==> src/rtl/code.sv <==
// Unsigned W x W Braun array multiplier with a registered product and valid tracking.
// Partial products a[j] & b[i] are summed row by row with W-bit ripple adders;
// the final carry-out of the last row becomes the product MSB.
// Optional feature macro: PIPE_STAGE_EN inserts a register bank after array row
// floor(W/2), raising latency from 1 to 2 cycles while keeping 1 sample/cycle.
module code #(
    parameter int W = 4
) (
    input  logic           clk,
    input  logic           rst_n,
    input  logic [W-1:0]   a,
    input  logic [W-1:0]   b,
    input  logic           in_valid,
    output logic [2*W-1:0] p,
    output logic           out_valid
);

    // Last array row handled before the optional mid-array register bank.
    localparam int H = W / 2;

    // One array row: W full-adder ripple chain, returns {carry_out, sum[W-1:0]}.
    function automatic logic [W:0] ripple_row(input logic [W-1:0] x, input logic [W-1:0] y);
        logic [W:0] r;
        logic       c;
        r = '0;
        c = 1'b0;
        for (int j = 0; j < W; j++) begin
            r[j] = x[j] ^ y[j] ^ c;
            c    = (x[j] & y[j]) | (c & (x[j] ^ y[j]));
        end
        r[W] = c;
        return r;
    endfunction

    logic [W-1:0]   w_s1_row;
    logic [W:0]     w_s1_rsum;
    logic [H:0]     w_s1_lo;     // settled low product bits p[H:0]
    logic [W-1:0]   w_s1_sum;    // running sum feeding row H+1

    logic [W-1:0]   w_s2_a;
    logic [W-1:0]   w_s2_b;
    logic [H:0]     w_s2_lo;
    logic [W-1:0]   w_s2_sum;
    logic           w_s2_vld;

    logic [W-1:0]   w_s2_row;
    logic [W:0]     w_s2_rsum;
    logic [W-1:0]   w_s2_run;
    logic [2*W-1:0] w_prod;

    logic [2*W-1:0] r_p_p2;
    logic           r_vld_p2;

    // Upper array half: row 0 passes straight through, rows 1..H ripple-add.
    always_comb begin
        w_s1_row   = a & {W{b[0]}};
        w_s1_rsum  = '0;
        w_s1_lo    = '0;
        w_s1_lo[0] = w_s1_row[0];
        w_s1_sum   = {1'b0, w_s1_row[W-1:1]};
        for (int i = 1; i <= H; i++) begin
            w_s1_row    = a & {W{b[i]}};
            w_s1_rsum   = ripple_row(w_s1_row, w_s1_sum);
            w_s1_lo[i]  = w_s1_rsum[0];
            w_s1_sum    = w_s1_rsum[W:1];
        end
    end

`ifdef PIPE_STAGE_EN
    logic [W-1:0] r_a_p1;
    logic [W-1:0] r_b_p1;
    logic [H:0]   r_lo_p1;
    logic [W-1:0] r_sum_p1;
    logic         r_vld_p1;

    // Mid-array bank: only loads on qualified samples so X inputs never enter.
    always_ff @(posedge clk or negedge rst_n) begin
        if (!rst_n) begin
            r_a_p1   <= '0;
            r_b_p1   <= '0;
            r_lo_p1  <= '0;
            r_sum_p1 <= '0;
            r_vld_p1 <= 1'b0;
        end else begin
            r_vld_p1 <= in_valid;
            if (in_valid) begin
                r_a_p1   <= a;
                r_b_p1   <= b;
                r_lo_p1  <= w_s1_lo;
                r_sum_p1 <= w_s1_sum;
            end
        end
    end

    assign w_s2_a   = r_a_p1;
    assign w_s2_b   = r_b_p1;
    assign w_s2_lo  = r_lo_p1;
    assign w_s2_sum = r_sum_p1;
    assign w_s2_vld = r_vld_p1;
`else
    assign w_s2_a   = a;
    assign w_s2_b   = b;
    assign w_s2_lo  = w_s1_lo;
    assign w_s2_sum = w_s1_sum;
    assign w_s2_vld = in_valid;
`endif

    // Lower array half: rows H+1..W-1; final running sum is p[2W-1:W].
    always_comb begin
        w_s2_row  = '0;
        w_s2_rsum = '0;
        w_s2_run  = w_s2_sum;
        w_prod    = '0;
        w_prod[H:0] = w_s2_lo;
        for (int i = H + 1; i < W; i++) begin
            w_s2_row  = w_s2_a & {W{w_s2_b[i]}};
            w_s2_rsum = ripple_row(w_s2_row, w_s2_run);
            w_prod[i] = w_s2_rsum[0];
            w_s2_run  = w_s2_rsum[W:1];
        end
        w_prod[2*W-1:W] = w_s2_run;
    end

    // Output register: product holds when no qualified sample arrives.
    always_ff @(posedge clk or negedge rst_n) begin
        if (!rst_n) begin
            r_p_p2   <= '0;
            r_vld_p2 <= 1'b0;
        end else begin
            r_vld_p2 <= w_s2_vld;
            if (w_s2_vld) begin
                r_p_p2 <= w_prod;
            end
        end
    end

    assign p         = r_p_p2;
    assign out_valid = r_vld_p2;

endmodule

==> config.mk <==
export PLATFORM = sky130hd
export DESIGN_NAME = code
export DESIGN_NICKNAME = d
export VERILOG_FILES = /design/src/rtl/code.sv
export SDC_FILE = /design/constraint.sdc
export NUM_CORES = 1
export LEC_CHECK = 0
export ABC_CLOCK_PERIOD_IN_PS = 900
export BUFFER_PORTS_ARGS = -buffer_cell sky130_fd_sc_hd__clkbuf_2
export CORE_UTILIZATION = 49
export DETAILED_ROUTE_END_ITERATION = 10
export HOLD_SLACK_MARGIN = 0.1
export PLACE_DENSITY = 0.82
export SLEW_MARGIN = 20
export SYNTH_ARGS = -nofsm -noshare
export SYNTH_HDL_FRONTEND = slang
export SYNTH_SLANG_ARGS = --single-unit
==> constraint.sdc <==
create_clock -name clk -period 0.9 [get_ports clk]
set_input_delay 0.135 -clock clk [delete_from_list [all_inputs] [get_ports clk]]
set_output_delay 0.135 -clock clk [all_outputs]
set_load 0.005 [all_outputs]
-- Yosys cells after proc, flatten, opt, wreduce, memory -nomap -nowiden
Index checks and enable logic that the tools add are counted.
Widths: inputs -> output; s select.
- flip-flop bits (word level): 9
- input bits: 11
- output and inout port bits: 9
- logic and storage cells: 54
- bitwise logic cells: 52
- operator list (cell ; number):
    $and 1x1->1 ; 20
    $xor 1x1->1 ; 20
    $and 4x4->4 ; 4
    $or 1x1->1 ; 8

-- Logic depth before layout (Yosys ltp)
- word-level depth: 16
- mapped depth: 16
- gate-level depth less buffers: 16

-- Worst setup path before layout
Ideal clock, no wire load.
- kind: input port to flip-flop
- from: in a[0]
- to: reg r_p_p2[6] (netlist: p[6])
- setup time: 0.125 ns
- data arrival time: 3.472 ns
- required time: 0.775 ns
- setup slack: -2.697 ns
- stages: 14
- path buffers: 0
- cell sequence: and2_1 > ha_1 > inv_1 > fa_1 > fa_1 > fa_1 > fa_1 > inv_1 > fa_1 > inv_1 > fa_1 > inv_1 > fa_1 > mux2_4
- longest elaborated chain between the ends: 15
- elaborated cells between the ends (all ways): 39
- classes of those cells: 39 x bitwise
- ends and longest elaborated chain (what ; line ; text):
    start: declaration ; 11 ; input logic [W-1:0] a,
    $and 4x4->4 ; 62 ; w_s1_row = a & {W{b[i]}};
    $and 1x1->1 (2 in series) ; 29 ; c = (x[j] & y[j]) | (c & (x[j] ^ y[j]));
    $or 1x1->1 ; 29 ;
    $and 1x1->1 or $xor 1x1->1 (tied branches) ; 29, 28 ;
    $or 1x1->1 or $xor 1x1->1 (tied branches) ; 29, 28 ;
    $xor 1x1->1 or $and 1x1->1 (tied branches) ; 28, 29 ;
    $xor 1x1->1 or $or 1x1->1 (tied branches) ; 28, 29 ;
    $xor 1x1->1 or $and 1x1->1 (tied branches) ; 28, 29 ;
    $xor 1x1->1 or $or 1x1->1 (tied branches) ; 29 ;
    $and 1x1->1 or $xor 1x1->1 (tied branches) ; 29, 28 ;
    $or 1x1->1 or $xor 1x1->1 (tied branches) ; 29 ;
    $and 1x1->1 ; 29 ;
    $or 1x1->1 ; 29 ;
    $xor 1x1->1 * ; 28 ; r[j] = x[j] ^ y[j] ^ c;
    via w_prod[6] ; 49 ; logic [2*W-1:0] w_prod;
    end signal: assignment ; 132 ; r_p_p2 <= w_prod;
    end: declaration ; 51 ; logic [2*W-1:0] r_p_p2;
The timed path passes the listed nets; every way through them passes the cells marked *.
A chain may end at the register's enable or synchronous reset.

-- Final worst setup path
Same ends and word-level chain as after synthesis.

==> impl_metrics.env <==
export IMPL_outcome="finished with violations"
export IMPL_violations="setup timing"
export IMPL_cp_end_kind="flip-flop"
export IMPL_p_per_area_mw_per_mm2=1510
export IMPL_hold_viol=0
export IMPL_ys_async_sr_fraction_pct=100
export IMPL_synth_ff_latch_count=9
export IMPL_path_cells="buf_6 -> and2_4 -> ha_4 -> inv_2 -> fa_2 -> fa_1 -> fa_2 -> fa_2 -> inv_2 -> fa_2 -> inv_2 -> fa_2 -> inv_2 -> fa_2 -> mux2_4"
export IMPL_nNetsFinal=119
export IMPL_wl_per_cell_microns=12.4
export IMPL_min_from="in_valid"
export IMPL_drive_above_1_share_pct=62.1
export IMPL_worst_slack_ns=-2.46
export IMPL_relSlewSlack_pct=79.8
export IMPL_num_vias=513
export IMPL_first_pass_iters=4
export IMPL_synth_area_leader_cell="dfrtp_1"
export IMPL_rows=13
export IMPL_cpMostUsedCell="fa_2"
export IMPL_drcViolationCount=0
export IMPL_syn_nets=82
export IMPL_post_drt_via_cell_ratio=4.66
export IMPL_antenna_found_initial=0
export IMPL_worstPathArrival_ns=3.50
export IMPL_path_clk_slew_ns=0.06
export IMPL_dp_cells=99
export IMPL_seq_area_frac_synth_pct=33.0
export IMPL_synth_most_common_cell="inv_1"
export IMPL_synth_edff_count=0
export IMPL_ir_drop_v=0.00107
export IMPL_rrSetupSlack_ns=0.01
export IMPL_yosysWarningCount=0
export IMPL_drv_cap=0
export IMPL_holdWs_ns=0.201
export IMPL_syn_instance_count=59
export IMPL_ctsRootBufferMaster="clkbuf_4"
export IMPL_syn_area_sq_um=682
export IMPL_grt_pass1_wl_microns=1950
export IMPL_grt_pass1_vias=441
export IMPL_crit_path_start_kind="input port"
export IMPL_reg2regPathDepth=2
export IMPL_place_ws_ns=-2.77
export IMPL_r2r_end="p[3]"
export IMPL_power_leakage_nw=0.519
export IMPL_path_class="input port to flip-flop"
export IMPL_drt_iter0_markers=10
export IMPL_design_die_area_sq_mm=0.00154
export IMPL_clk_path_buf_depth=2
export IMPL_whs_endpoint="out_valid"
export IMPL_max_freq_ghz=0.298
export IMPL_period_needed_ns=3.36
export IMPL_synth_common_cells="inv_1, dfrtp_1, and2_1, fa_1, nand2_1"
export IMPL_place_gp_congestion=0.739
export IMPL_cp_max_fo=2
export IMPL_insertion_delay_ns=0.26
export IMPL_slowest_stage="fa_2"
export IMPL_drv_slew=0
export IMPL_cts_tree="done"
export IMPL_ys_flop_type="dfrtp_1"
export IMPL_io_pin_count=20
export IMPL_drt_wl_total_microns=1360
export IMPL_die_w_microns=39.3
export IMPL_start_util_pct=52.4
export IMPL_cts_sinks=9
export IMPL_synthTopCellsByArea="dfrtp_1, fa_1, mux2_4"
export IMPL_setup_viol=6
export IMPL_tns_ns=-10.62
export IMPL_fin_crit_sh_pct=373
export IMPL_holdPathStages=1
export IMPL_finalClockSkew_ns=0
export IMPL_grt_max_degree=11
export IMPL_area_growth_pct=45.9
export IMPL_r2r_start="p[3]"
export IMPL_synth_top_area_share_pct=33.0
export IMPL_worst_pin_slew_ns=0.303
export IMPL_rsz0062_at_grt="true"
export IMPL_core_area_sq_mm=0.00130
export IMPL_grt_usage_pct=20.8
export IMPL_avgSynthCellArea_sq_um=11.6
export IMPL_io_buffer_count=19
export IMPL_hpwl_microns=1070
export IMPL_crit_path_max_incr_delay_ns=0.53
export IMPL_cp_required_ns=1.04
export IMPL_min_path_type="input port to flip-flop"
export IMPL_insertedDiodeCount=0
export IMPL_synth_distinct_cells=11
export IMPL_htreeDepth=1
export IMPL_stdcell_count=110
export IMPL_ant_nets=0
export IMPL_overflow=0
export IMPL_dieHeight_microns=39.3
export IMPL_cts_buffers=3
report_power, final:
part | switching [mW] | total (mW) | internal [mW]
registers | 0.0497 | 0.542 | 0.493
logic | 0.256 | 0.653 | 0.397
clock network | 0.139 | 0.310 | 0.171
total | 0.445 | 1.51 | 1.06
routing by layer:
layer  share of wire, %  vias to the layer above  global-route usage, %  routed length (microns)
met5                  0                        -                      0                        0
met4                2.4                        0                   12.9                       33
met3                3.9                        4                   6.82                       53
met2                 53                       17                   35.0                      727
met1                 40                      244                   22.1                      546
li1                   -                      248                      -                        -
critical path, delay by kind of cell:
kind,cells,cell delay [ns]
simple gates,1,0.15
mux,1,0.26
buf+inv,5,0.23
fa+ha+maj,8,2.71
worst max-delay path by stage:
stage                     from    to  slack, ns
after floorplan           a[0]  p[6]      -2.56
after global placement    a[0]  p[6]      -2.71
after detailed placement  b[1]  p[6]      -2.77
after CTS                 b[1]  p[6]      -2.47
after global routing      a[0]  p[6]      -2.51
final                     a[0]  p[6]      -2.46
registers in the layout, summed over array words and instances, names as in the netlist:
name / cells
p: 8
out_valid: 1
timing repair:
action                     CTS  global route
setup endpoints to repair    7            14
buffers inserted             0             6
hold endpoints to repair     9             0
hold buffers                 1             0
resized for setup            4             7
pin swaps                    3             2
layout by cell type, fill, tap and decap left out, types with 2 or more instances in the layout:
master | netlist | routed
fa_2 | 0 | 6
and2_1 | 8 | 6
mux2_4 | 6 | 6
clkbuf_2 | 0 | 16
inv_2 | 0 | 7
nand2_1 | 7 | 7
buf_6 | 1 | 3
fa_1 | 8 | 2
dfrtp_1 | 9 | 9
buf_4 | 0 | 13
ha_4 | 0 | 3
inv_1 | 13 | 6
and2_4 | 0 | 2
clkbuf_4 | 0 | 3
per-stage QoR:
step,total power [mW],area (sq um),util (%)
2_1_floorplan,0.824,712,-
3_3_place_gp,1.00,867,66.6
3_5_place_dp,1.05,867,66.6
4_1_cts,1.38,928,71.3
5_1_grt,1.62,995,76.4
6_report,1.51,995,76.4
cell families (layout without fill, tap and decap cells):
family / Yosys count / after routing / synth area share, %
buffers and inverters: 14 / 50 / 8.81
DFF: 9 / 9 / 33.0
and+or+nand+nor: 16 / 16 / 11.9
adders and majority gates: 12 / 12 / 30.8
AOI/OAI and AO/OA: 1 / 1 / 0.733
muxes: 7 / 7 / 14.7
final cells by class:
type | count | area [sq um]
timing repair buffer | 33 | 221
sequential | 9 | 225
inverter | 13 | 48.8
fill | 89 | 307
clock buffer | 4 | 26.3
multi-input combinational | 36 | 454
tap | 15 | 18.8
(Power assumes the default switching activity.)
